<file path="src/rtl/count_monitor.sv">
// Sequence checker for an up-counter stream: acquires lock after a run of
// correct increments, then flags wraps and out-of-sequence samples.
module count_monitor #(
    parameter int unsigned WIDTH      = 4,
    parameter int unsigned LOCK_COUNT = 2,
    parameter int unsigned ERR_W      = 8
) (
    input  logic             clk,
    input  logic             reset,
    input  logic             valid,
    input  logic [WIDTH-1:0] count,
    output logic             locked,
    output logic             err,
    output logic             wrap,
    output logic [ERR_W-1:0] err_count,
    output logic [WIDTH-1:0] expected,
    output logic [1:0]       state
);

    localparam int unsigned RUN_W = 4;

    typedef enum logic [1:0] {
        IDLE    = 2'd0,
        ACQUIRE = 2'd1,
        LOCKED  = 2'd2
    } state_t;

    state_t             cur_state, nxt_state;
    logic [WIDTH-1:0]   prev, nxt_prev;
    logic [RUN_W-1:0]   run, nxt_run;
    logic [ERR_W-1:0]   nxt_err_count;
    logic               nxt_err, nxt_wrap;
    logic [WIDTH-1:0]   prev_inc, nxt_expected;
    logic [RUN_W-1:0]   run_inc;

    assign prev_inc = WIDTH'(prev + 1'b1);
    assign run_inc  = RUN_W'(run + 1'b1);
    assign state    = cur_state;

    // State and registered outputs
    always_ff @(posedge clk) begin
        if (reset) begin
            cur_state <= IDLE;
            prev      <= '0;
            run       <= '0;
            err_count <= '0;
            err       <= 1'b0;
            wrap      <= 1'b0;
            locked    <= 1'b0;
            expected  <= '0;
        end else begin
            cur_state <= nxt_state;
            prev      <= nxt_prev;
            run       <= nxt_run;
            err_count <= nxt_err_count;
            err       <= nxt_err;
            wrap      <= nxt_wrap;
            locked    <= (nxt_state == LOCKED);
            expected  <= nxt_expected;
        end
    end

    // Next-state and next-output logic
    always_comb begin
        nxt_state     = cur_state;
        nxt_prev      = prev;
        nxt_run       = run;
        nxt_err_count = err_count;
        nxt_err       = 1'b0;
        nxt_wrap      = 1'b0;

        if (valid) begin
            case (cur_state)
                IDLE: begin
                    nxt_prev  = count;
                    nxt_run   = '0;
                    nxt_state = ACQUIRE;
                end
                ACQUIRE: begin
                    nxt_prev = count;
                    if (count == prev_inc) begin
                        nxt_run = run_inc;
                        if (run_inc == RUN_W'(LOCK_COUNT)) begin
                            nxt_state = LOCKED;
                        end
                    end else begin
                        nxt_run = '0;
                    end
                end
                LOCKED: begin
                    nxt_prev = count;
                    if (count == prev_inc) begin
                        nxt_wrap = (prev == '1) && (count == '0);
                    end else begin
                        nxt_err   = 1'b1;
                        nxt_run   = '0;
                        nxt_state = ACQUIRE;
                        if (err_count != '1) begin
                            nxt_err_count = ERR_W'(err_count + 1'b1);
                        end
                    end
                end
                default: begin
                    nxt_state = IDLE;
                end
            endcase
        end else if (cur_state != IDLE && cur_state != ACQUIRE && cur_state != LOCKED) begin
            // Illegal encoding recovers even without a valid sample
            nxt_state = IDLE;
        end

        nxt_expected = (nxt_state == IDLE) ? '0 : WIDTH'(nxt_prev + 1'b1);
    end

endmodule

</file>
<file path="config.mk">
export PLATFORM = sky130hd
export DESIGN_NAME = count_monitor
export DESIGN_NICKNAME = d
export VERILOG_FILES = /design/src/rtl/count_monitor.sv
export SDC_FILE = /design/constraint.sdc
export NUM_CORES = 1
export LEC_CHECK = 0
export CAP_MARGIN = 20
export CORE_MARGIN = 1
export CORE_UTILIZATION = 25
export DETAILED_ROUTE_END_ITERATION = 7
export PLACE_DENSITY = 0.47
export SLEW_MARGIN = 20
export SYNTH_ARGS = -nofsm -noshare
export SYNTH_HDL_FRONTEND = slang
export SYNTH_SLANG_ARGS = --single-unit
</file>
<file path="constraint.sdc">
create_clock -name clk -period 2 [get_ports clk]
set_clock_uncertainty 0.2 [all_clocks]
set_input_delay 0.4 -clock clk [delete_from_list [all_inputs] [get_ports clk]]
set_output_delay 0.4 -clock clk [all_outputs]
set_load 0.05 [all_outputs]
</file>
=== After elaboration in Yosys (flattened, before gate mapping) ===
Index checks and enable logic that the tools add are counted.

* $add $sub $neg: 4
* Equal/unequal tests: 10
* Mux-type cells: 12
* Bitwise logic cells: 3
* Reductions and logical operators: 14

{| class="wikitable"
|+ Operator list
! operator !! count
|-
| 2-to-1 mux 4 bit || 4
|-
| adder 4 x 1 -> 4 bit (second input constant) || 3
|-
| case mux 4 bit (3 select lines) || 1
|-
| 2-to-1 mux 2 bit || 5
|-
| adder 8 x 1 -> 8 bit (second input constant) || 1
|-
| inequality test 8 bit (second input constant) || 1
|-
| case mux 2 bit (3 select lines) || 1
|-
| OR reduction 3 bit || 2
|-
| equality test 2 bit (second input constant) || 2
|-
| equality test 4 x 2 -> 1 bit (second input constant) || 1
|-
| equality test 4 bit || 1
|-
| equality test 4 bit (second input constant) || 1
|-
| logical NOT 2 bit || 2
|-
| logical NOT 4 bit || 1
|-
| inequality test 2 bit (second input constant) || 2
|-
| AND reduction 4 bit || 1
|-
| OR reduction 4 bit || 1
|-
| logical AND 1 bit || 3
|-
| NOT 1 bit || 3
|-
| AND reduction 3 bit || 1
|-
| nonzero test 3 bit || 1
|-
| equality test 2 x 1 -> 1 bit (second input constant) || 1
|-
| inequality test 2 x 1 -> 1 bit (second input constant) || 1
|-
| nonzero test 2 bit || 1
|-
| 2 further kinds || 2
|}

* Register bits after elaboration: 25
* Input port bits: 7
* Output and inout port bits: 17

=== Logic depth before layout (Yosys ltp) ===
* Depth in word-level cells: 8
* Gate-level depth with buffers: 7

=== Worst setup path after synthesis ===
OpenSTA, ideal clock, no wires.

* Path type: reg-to-reg
* Start: reg cur_state[0] (netlist: state[0])
* End: reg expected[2]
* Library setup time: 0.132 ns
* Data arrival time: 1.828 ns
* Required time: 1.668 ns
* Path slack: -0.160 ns
* Cell stages (with the launch flop): 7
* Path buffers: 1
* Clock period less this slack: 2.160 ns
* Path through: dfxtp_1 -> clkbuf_1 -> a21boi_2 -> mux2_2 -> ha_1 -> xor2_1 -> nor2_1

* Elaborated cells on any way between the ends: 20

{| class="wikitable"
|+ RTL lines
! what !! RTL line !! source
|-
| start: declaration || 28 || <nowiki>state_t cur_state, nxt_state;</nowiki>
|-
| start signal: assignment || 52 || <nowiki>cur_state <= nxt_state;</nowiki>
|-
| equality test 2 bit, or another cell as far along || 73 || <nowiki>case (cur_state)</nowiki>
|-
| OR reduction 3 bit (no line) * || -- ||
|-
| 2-to-1 mux 4 bit * || 73 ||
|-
| 2-to-1 mux 4 bit * || 72 || <nowiki>if (valid) begin</nowiki>
|-
| net nxt_prev[0] || 29 || <nowiki>logic [WIDTH-1:0] prev, nxt_prev;</nowiki>
|-
| adder 4 x 1 -> 4 bit * || 112 || <nowiki>nxt_expected = (nxt_state == IDLE) ? '0 : WIDTH'(nxt_prev + 1'b1);</nowiki>
|-
| end signal: assignment || 59 || <nowiki>expected <= nxt_expected;</nowiki>
|-
| end: declaration || 16 || <nowiki>output logic [WIDTH-1:0] expected,</nowiki>
|}

The timed path passes the listed nets; every way through them passes the cells marked *.
A chain may end at the register's enable or synchronous reset.

=== Worst setup path in the final report ===
* Start: in valid
* End: reg err_count[7]

* Cells in the longest elaborated chain, start to end: 1

{| class="wikitable"
|+ Ends and longest elaborated chain
! what !! RTL line !! source
|-
| start: declaration || 10 || <nowiki>input logic valid,</nowiki>
|-
| AND reduction 4 bit (no line) || -- ||
|-
| end signal: assignment || 55 || <nowiki>err_count <= nxt_err_count;</nowiki>
|-
| end: declaration || 15 || <nowiki>output logic [ERR_W-1:0] err_count,</nowiki>
|}

No other way between the ends.

==> summary.txt <==
Synth
  – Area contributors post-synth: dfxtp_1 38%, ha_1 4.7%, nor2_1 4.3%
  – Ys Warns: 0
  – Mapped Area: 1320 sq um
  – Post-Syn Instances: 147
  – Yosys top cell area share: 37.9%
  – Seq cells post-synth: 25
  – Sequential share of the synthesized area: 37.9%
  – Largest area contributor in the netlist: dfxtp_1
  – Yosys cell types: 43
  – Mapped Nets: 159
  – Avg Cell Area, Syn: 8.98 sq um

Route
  – Final WL: 3220 microns
  – Iteration-0 DRC Markers: 42
  – Drt first pass iters: 4
  – Vias per inst: 4.68
  – Mean routed wirelength per cell: 12.2 microns
  – Via count: 1,235
  – Routed Antenna Nets: 0
  – # DRC: 0

CTS
  – CTS tree: built
  – Worst-Skew Late Latency: 270 ps
  – Max clock buf depth: 2
  – H-tree level count: 1
  – CTS buffer count: 3
  – Root buf cell: clkbuf_8
  – Total clock sinks: 25
  – Worst-path clk slew: 100 ps
  – Hold buffers post-CTS: 0

STA
  – Final Hold Viols: 0
  – Slew Viols, Final: 0
  – Worst slew pin tran: 537 ps
  – Minimum clock period: 1960 ps
  – RSZ-0062 raised after global routing: false
  – Slew margin rel.: 63.8%
  – Fmax: 0.511 GHz
  – Final WS setup: 41.5 ps
  – Final setup fails: 0
  – Period Utilization, post-route: 97.9%

Floorplanning
  – Core area: 5110 sq um
  – I/O Pins: 24
  – Die X: 74.7 microns
  – Initial Util: 25.8%
  – Chip height: 74.7 microns
  – Die area: 5570 sq um
  – Rows: 26

Critical path
  – Worst endpoint required time: 2020 ps
  – Crit end category: flip-flop
  – CP Max Fanout: 14
  – Critical Path AT: 1980 ps
  – WS Path Type: input port to flip-flop
  – Worst reg-to-reg path cell count: 8
  – Critical path launch point type: input port

Final layout
  – Commonest non-fill, non-tap cell in the layout: buf_4
  – Post-route cell area: 1960 sq um
  – Fin cells: 264
  – Layout cell share with drive strength beyond 1: 39.2%
  – Layout fillers: 522
  – Commonest non-fill, non-tap cells in the layout: 38 x buf_4, 18 x dfxtp_1, 15 x nor2_1, 8 x a21oi_1, 8 x nor2b_1
  – ANT cells: 0
  – Nets: 207
  – Final Util: 38.3%
  – Layout area overhead: 48.2%

Pwr
  – VDD IR max: 0.234 mV
  – PwrDens: 530 nW/um^2
  – Final Power: 1.04 mW
  – Lkg Pwr: 0.823 nW

Status
  – Status: completed

Run
  – Max-Cap Viols: 0

Global routing
  – Antenna violations before repair: 0
  – First-pass GRT wire length: 5450 microns
  – Total track usage: 12.8%
  – Grt ovf: 0
  – Largest net degree at the start of global routing: 16
  – Vias in the first global route: 1,233

Placement
  – Gpl congestion: 0.870
  – DP HPWL: 2430 microns
  – Placement Setup Slack: -506 ps
  – Port bufs: 23
  – Placed Area: 1770 sq um
  – Cell total after placement: 257

Hold path
  – Hold depth: 1
  – Hold WC Path Type: flip-flop to flip-flop
[critical path, cell delays in order]
cell	delay, ps
clkdlybuf4s50_1	510
buf_4	210
o211a_1	210
o21ai_4	100
or4_4	420
a21oi_2	120
[path summary, 6_finish.rpt]
check / startpoint / end / slack (ps)
min reg2reg: run[3]$_SDFFE_PP0P_ / run[3]$_SDFFE_PP0P_ / 290
max: valid / err_count[7]$_SDFFE_PP0P_ / 40
min: run[3]$_SDFFE_PP0P_ / run[3]$_SDFFE_PP0P_ / 290
max reg2reg: prev[1]$_SDFF_PP0_ / err_count[1]$_SDFFE_PP0P_ / 90
[through the flow]
| stage | setup TNS (ps) | hold WS (ps) |
|---|---|---|
| 2_1_floorplan | 0 | 261 |
| 3_3_place_gp | -6100 | 273 |
| 3_5_place_dp | -6750 | 282 |
| 4_1_cts | -147 | 296 |
| 5_1_grt | 0 | 307 |
| 6_report | 0 | 290 |
[cells in the mapped netlist (all sizes together)]
cell type,instances
nand4,3
nand3,7
a21oi,9
or4,3
nor4,3
clkbuf,4
nor2b,8
nor2,16
xor2,5
nor3,1
o31ai,5
a31oi,1
mux2,4
buf,2
a21boi,1
o211a,1
nand2b,1
dfxtp,25
a32o,1
o41ai,1
o22ai,1
or4b,1
o21bai,1
a32oi,1
nor4bb,1
nand3b,2
nor3b,2
or2,1
ha,5
xnor2,2
o21ai,4
nand2,7
inv,7
a221oi,1
and2,2
mux2i,5
xnor3,1
a41o,1
a41oi,1
[metal layers]
metal | track usage [%] | routed length (microns)
met1 | 15.6 | 1550
met5 | 0 | 0
met2 | 22.2 | 1500
met4 | 2.73 | 17
met3 | 4.02 | 154
[power by group]
| part | switching, mW | internal [mW] |
|---|---|---|
| Sequential | 0.0125 | 0.511 |
| Combinational | 0.104 | 0.0960 |
| Clock | 0.173 | 0.141 |
[cells by family (layout without fill, tap and decap cells)]
kind of cell               after synthesis  in the layout  share of synthesized area, %
xor gates and xnor gates                 8              8                          6.35
and+or+nand+nor                         58             58                          24.2
muxes                                    9              9                          7.20
AOI/OAI and AO/OA                       29             29                          15.8
adders and majority gates                5              5                          4.74
buffers and inverters                   13             60                          3.79
DFF                                     25             25                          37.9
[cell type report]
cell class | count | area [sq um] | share of cell area (%)
multi-input combinational | 109 | 867 | 44.3
sequential | 25 | 509 | 26.0
timing repair buffer | 49 | 417 | 21.3
tap | 70 | 87.6 | 4.48
clock buffer | 3 | 41.3 | 2.11
inverter | 7 | 26.3 | 1.34
clock inverter | 1 | 7.51 | 0.384
[what timing repair did]
action | in CTS | in global routing
pin swaps | 11 | 8
endpoints found under the setup margin | 12 | 13
gates resized for setup | 17 | 9
gates cloned | 0 | 0
buffers inserted | 1 | 2
[sequential cells by signal, indices dropped and copies added (netlist names)]
signal	count
err_count	8
locked	1
expected	4
state	2
err	1
prev	4
run	4
wrap	1
(Power assumes the default switching activity.)
